**src/rtl/fp_pkg.sv**
```systemverilog
// Shared FP32 constants and converter state encoding.
// Latency: n/a (package only).
// Backpressure: n/a.
package fp_pkg;
  localparam int          FP32_BIAS     = 127;
  localparam int          FP32_EXP_W    = 8;
  localparam int          FP32_MAN_W    = 23;
  localparam logic [31:0] FP32_POS_ZERO = 32'h0000_0000;

  // Biased exponent of a value whose MSB sits at bit 31 of the working magnitude.
  localparam logic [7:0]  CVT_EXP_TOP   = 8'(FP32_BIAS + 31);

  typedef enum logic [1:0] {
    IDLE  = 2'd0,
    NORM  = 2'd1,
    ROUND = 2'd2,
    DONE  = 2'd3
  } cvt_state_t;
endpackage

```
**src/rtl/fp_round_rne.sv**
```systemverilog
// Combinational IEEE-754 round-to-nearest-even of a truncated fp32 mantissa.
// Latency: 0 cycles (pure combinational).
// Backpressure: none; follows its inputs.
// Ports: i_man/i_exp = truncated mantissa and biased exponent, i_g/i_s = guard and sticky,
//        o_man/o_exp = rounded fields, o_inexact = any discarded bit was nonzero.
module fp_round_rne
  import fp_pkg::*;
(
  input  logic [FP32_MAN_W-1:0] i_man,
  input  logic [FP32_EXP_W-1:0] i_exp,
  input  logic                  i_g,
  input  logic                  i_s,
  output logic [FP32_MAN_W-1:0] o_man,
  output logic [FP32_EXP_W-1:0] o_exp,
  output logic                  o_inexact
);
  logic            w_up;
  logic [FP32_MAN_W:0] w_sum;

  // Ties go to the even mantissa, hence the man[0] term.
  assign w_up      = i_g & (i_s | i_man[0]);
  assign w_sum     = {1'b0, i_man} + {{FP32_MAN_W{1'b0}}, w_up};
  assign o_inexact = i_g | i_s;

  always_comb begin
    o_man = w_sum[FP32_MAN_W-1:0];
    o_exp = i_exp;
    // Carry out of the mantissa: 1.111..1 rounded up becomes 1.0 x 2^(e+1).
    if (w_sum[FP32_MAN_W]) begin
      o_man = '0;
      o_exp = i_exp + 8'd1;
    end
  end
endmodule

```
**src/rtl/fp_cvt_s_w_seq.sv**
```systemverilog
// Multi-cycle int32/uint32 -> fp32 converter: iterative left-normalise then RNE rounding.
// Latency: zero operand reaches DONE on the accept edge; otherwise N+2 edges after accept (N = shift steps).
// Backpressure: o_ready only in IDLE; result held in DONE with o_valid high until i_ready.
// Ports: i_clk/i_rst (async, active-high), i_valid/o_ready/i_data/i_unsigned operand side,
//        o_valid/i_ready/o_data/o_inexact result side.
module fp_cvt_s_w_seq
  import fp_pkg::*;
#(
  parameter int SHIFT_STEP = 8
) (
  input  logic        i_clk,
  input  logic        i_rst,
  input  logic        i_valid,
  output logic        o_ready,
  input  logic [31:0] i_data,
  input  logic        i_unsigned,
  output logic        o_valid,
  input  logic        i_ready,
  output logic [31:0] o_data,
  output logic        o_inexact
);
  localparam logic [7:0] STEP_W = 8'(SHIFT_STEP);

  cvt_state_t  r_state, w_next;
  logic        r_sign;
  logic [31:0] r_mag;
  logic [7:0]  r_shift;
  logic [31:0] r_data;
  logic        r_inexact;

  logic        w_in_sign;
  logic [31:0] w_in_mag;
  logic        w_top_zero;
  logic [7:0]  w_exp;
  logic [22:0] w_rnd_man;
  logic [7:0]  w_rnd_exp;
  logic        w_rnd_inexact;

  assign w_in_sign  = ~i_unsigned & i_data[31];
  // Two's-complement negate; 0x80000000 maps to itself, which is the correct uint magnitude.
  assign w_in_mag   = w_in_sign ? (~i_data + 32'd1) : i_data;
  assign w_top_zero = (r_mag >> (32 - SHIFT_STEP)) == 32'd0;
  assign w_exp      = CVT_EXP_TOP - r_shift;

  fp_round_rne u_round (
    .i_man     (r_mag[30:8]),
    .i_exp     (w_exp),
    .i_g       (r_mag[7]),
    .i_s       (|r_mag[6:0]),
    .o_man     (w_rnd_man),
    .o_exp     (w_rnd_exp),
    .o_inexact (w_rnd_inexact)
  );

  always_ff @(posedge i_clk or posedge i_rst) begin
    if (i_rst) r_state <= IDLE;
    else       r_state <= w_next;
  end

  always_comb begin
    w_next  = r_state;
    o_ready = 1'b0;
    o_valid = 1'b0;
    case (r_state)
      IDLE: begin
        o_ready = 1'b1;
        if (i_valid) w_next = (w_in_mag == 32'd0) ? DONE : NORM;
      end
      NORM:  if (r_mag[31]) w_next = ROUND;
      ROUND: w_next = DONE;
      DONE: begin
        o_valid = 1'b1;
        if (i_ready) w_next = IDLE;
      end
      default: w_next = IDLE;
    endcase
  end

  always_ff @(posedge i_clk or posedge i_rst) begin
    if (i_rst) begin
      r_sign    <= 1'b0;
      r_mag     <= '0;
      r_shift   <= '0;
      r_data    <= FP32_POS_ZERO;
      r_inexact <= 1'b0;
    end else begin
      case (r_state)
        IDLE: if (i_valid) begin
          r_sign    <= w_in_sign;
          r_mag     <= w_in_mag;
          r_shift   <= '0;
          // Zero bypasses normalisation; always +0 regardless of operand sign.
          r_data    <= FP32_POS_ZERO;
          r_inexact <= 1'b0;
        end
        NORM: if (!r_mag[31]) begin
          if (w_top_zero) begin
            r_mag   <= r_mag << SHIFT_STEP;
            r_shift <= r_shift + STEP_W;
          end else begin
            r_mag   <= r_mag << 1;
            r_shift <= r_shift + 8'd1;
          end
        end
        ROUND: begin
          r_data    <= {r_sign, w_rnd_exp, w_rnd_man};
          r_inexact <= w_rnd_inexact;
        end
        default: ;
      endcase
    end
  end

  assign o_data    = r_data;
  assign o_inexact = r_inexact;
endmodule
```
**config.mk**
```make
export PLATFORM = sky130hd
export DESIGN_NAME = fp_cvt_s_w_seq
export DESIGN_NICKNAME = d
export VERILOG_FILES = /design/src/rtl/fp_pkg.sv /design/src/rtl/fp_round_rne.sv /design/src/rtl/fp_cvt_s_w_seq.sv
export SDC_FILE = /design/constraint.sdc
export NUM_CORES = 1
export LEC_CHECK = 0
export ABC_AREA = 1
export BUFFER_PORTS_ARGS = -buffer_cell sky130_fd_sc_hd__buf_2
export CAP_MARGIN = 10
export CORE_MARGIN = 1.5
export CORE_UTILIZATION = 40
export DETAILED_ROUTE_END_ITERATION = 10
export MAX_ROUTING_LAYER = met4
export PLACE_DENSITY = 0.69
export SLEW_MARGIN = 20
export SYNTH_ARGS = -nofsm -noshare
export SYNTH_HDL_FRONTEND = slang
export SYNTH_HIERARCHICAL = 1
export SYNTH_SLANG_ARGS = --single-unit
```
**constraint.sdc**
```tcl
create_clock -name i_clk -period 4.25 [get_ports i_clk]
set_input_delay 0.425 -clock i_clk [delete_from_list [all_inputs] [get_ports i_clk]]
set_output_delay 0.425 -clock i_clk [all_outputs]
set_load 0.005 [all_outputs]
```
==> impl_metrics.tcl <==
set metrics [dict create \
    critPathSlowestCell "inv_2" \
    areaGrowthSynthToFinish_pct 13.1 \
    syn_nets 988 \
    die_x_um 126 \
    period_share_pct 70.3 \
    via_per_inst 5.18 \
    syn_avg_cell_area_sq_um 6.41 \
    drive_above_1_share_pct 15.6 \
    insertion_delay_ns 0.34 \
    leakage_nw 3.50 \
    status "complete, but fails checks" \
    path_class "flip-flop to flip-flop" \
    yosysSeqAreaShare_pct 31.5 \
    synth-simple-area-share_pct 39.6 \
    timing.fmax_ghz 0.335 \
    numCtsBuffers 9 \
    synth_xor_area_share_pct 3.63 \
    cts-htree-levels 3 \
    grt_max_degree 51 \
    route.final.wire_length_mm 16.4 \
    rsz0062_at_grt "false" \
    grt_pass1_wl_mm 27.3 \
    die-area_sq_mm 0.0158 \
    setup_viol 0 \
    crit_chain "inv_1, ha_1, inv_2, o21ai_2, nand2_2, inv_2, o21ai_1, nor3_2, inv_1, nor3_1, nor3_1" \
    dp_hpwl_mm 12.7 \
    die_h_um 126 \
    wl_per_cell_um 13.8 \
    yosys-mux-area-fraction_pct 0 \
    clock-sinks 76 \
    hold_path_class "input pin to async pin" \
    worst_pin_slew_ns 0.856 \
    crit_fanout 40 \
    multi_input_area_sq_mm 0.00356 \
    yosys.area_share.adder_pct 2.28 \
    setup.worst_path.start_class "flip-flop" \
    port_buffers 71 \
    crit_family "buffers and inverters" \
    drtIter0Drc 495 \
    final_cells 1186 \
    final_hold_viol_count 0 \
    cts.repair.resized 0 \
    ios 72 \
    drc 9 \
    rows 44 \
    slew_violations 0 \
    violations "design-rule violations" \
    ys_seq_elements 76 \
    tritoncts "built" \
    ant_nets 0 \
    overflow 0 \
    syn-instance-count 940 \
    antenna_cells 0 \
    place_area_sq_mm 0.00651 \
    dpl.cell_count 1170 \
    async_flop_share_pct 100 \
    floorplan.initialDensity_pct 41.2 \
    syn_area_sq_mm 0.00603 \
    place_congestion 0.946 \
    slowest_delay_ns 0.56 \
    cts_hold_buf 0 \
    nFillCells 1541 \
    clk_path_buf_depth 2 \
    post_cts_buffers 0 \
    slew_headroom_pct 42.7 \
    cap_violations 0 \
    root_buffer "clkbuf_16" \
    drt_first_pass_iters 10 \
    synth_edf_count 0 \
    ir_drop_v 0.000278 \
    seqCellArea_sq_mm 0.00190 \
    period_needed_ns 2.99 \
    synth_top_family_by_area "simple AND/OR/NAND/NOR gates" \
    yosysWarnings 6 \
    final_nets 1045 \
    stdcell_area_sq_mm 0.00682 \
    grt_pass1_vias 5572 \
    powerDensity_mw_per_mm2 603 \
    setup-tns-final_ns 0 \
    critPathCaptureType "flip-flop" \
    clock_skew_ns 0.00751 \
    required_ns 4.48 \
    coreArea_sq_mm 0.0146 \
    synthDistinctLibCells 43 \
    vias 6140 \
    crit_arrival_ns 3.21 \
    grtUsageTotal_pct 21.9 \
    antenna_found_initial 0 \
    path_buf_inv 4 \
    synth-compound-area-share_pct 13.6 \
    clk_pin_slew_ns 0.06 \
    yosys_most_used_dff "dfrtp_1" \
]
[synth_stat cells, types with 8 or more instances]
master,instances,share of area (%)
nor2_2,14,1.5
o21ai_0,56,4.6
a31oi_1,14,1.5
xor2_1,16,2.3
nand2_2,16,1.7
a21oi_1,28,2.3
nand4_1,8,0.83
xnor2_1,9,1.3
nand2_1,270,17
nand3_1,84,7.0
clkbuf_1,16,1.0
nor2_1,130,8.1
inv_1,91,5.7
ha_1,11,2.3
dfrtp_1,76,32
o21ai_1,10,0.83
inv_2,14,0.87
buf_2,10,0.83
[cell usage in the layout (no fill, tap or decap), types with 7 or more instances in the layout]
master / n
clkbuf_16: 9
nor2_1: 130
nand3_1: 84
dfrtp_1: 76
nand4_1: 8
nand2_2: 16
xnor2_1: 9
xor2_1: 16
o22ai_1: 7
nand2_1: 270
a31oi_1: 14
a22oi_1: 7
buf_2: 71
a21oi_1: 28
nor2_2: 14
o21ai_1: 10
buf_4: 8
inv_1: 90
ha_1: 11
inv_2: 15
o21ai_0: 56
[registers in the layout, summed over array words and instances, names as in the netlist]
register / flops
r_sign: 1
r_mag: 32
o_data: 32
r_state: 2
o_inexact: 1
r_shift: 8
[per-stage QoR]
stage	utilization [%]	setup slack [ns]	total power, mW	hold WS (ns)
6_report	46.5	1.26	4.11	0.140
5_1_grt	46.5	1.03	4.46	0.190
4_1_cts	46.5	1.34	4.11	0.157
3_5_place_dp	44.5	1.37	3.32	0.482
3_3_place_gp	44.5	1.53	3.28	0.480
2_1_floorplan	-	1.89	2.73	0.454
[worst paths after layout]
path	from	to	slack (ns)	cells after the start
setup / recovery	r_state[1]	r_shift[7]	1.26	11
hold / removal	i_rst	r_shift[5]	0.14	2
setup reg to reg	r_state[1]	r_shift[7]	1.26	11
hold reg to reg	o_data[7]	o_data[7]	0.49	2
max in group asynchronous	i_rst	r_mag[25]	3.08	3
min in group i_clk	i_data[0]	r_mag[0]	0.44	3
[power by group]
group	internal, mW	total, mW	switching, mW
sequential	1.03	1.37	0.338
clock	0.485	0.780	0.295
combinational	0.708	1.96	1.26
total	2.22	4.11	1.89
[routing by layer]
metal  vias up  wire (um)  global-route usage, %
met1      2745       7800                   29.6
met3        29        910                   2.38
li1       3146          -                      -
met4         0        396                   8.79
met5         -          0                      -
met2       220       7270                   33.7
[worst reg2reg max path, delay by kind of cell, from the launching register on]
kind                       cells  cell delay (ns)
DFF                            1             0.40
AOI/OAI and AO/OA              2             0.50
adders and majority gates      1             0.34
buffers and inverters          4             1.01
and+or+nand+nor                4             0.62
[cell type report]
type,instances,share of cell area (%)
Clock buffer,12,3.76
Clock inverter,4,0.698
Inverter,106,5.87
Multi-Input combinational cell,725,52.3
Sequential cell,76,27.9
Tap cell,184,3.38
Timing Repair Buffer,79,6.09
[cells by family after synthesis]
logic type	count (synthesis)
buffers and inverters	139
XOR/XNOR	25
AND/OR/NAND/NOR	547
AO/OA/AOI/OAI	142
flip-flops	76
adder cells (fa/ha/maj)	11
Note: power is estimated with default switching activity, not from simulation.
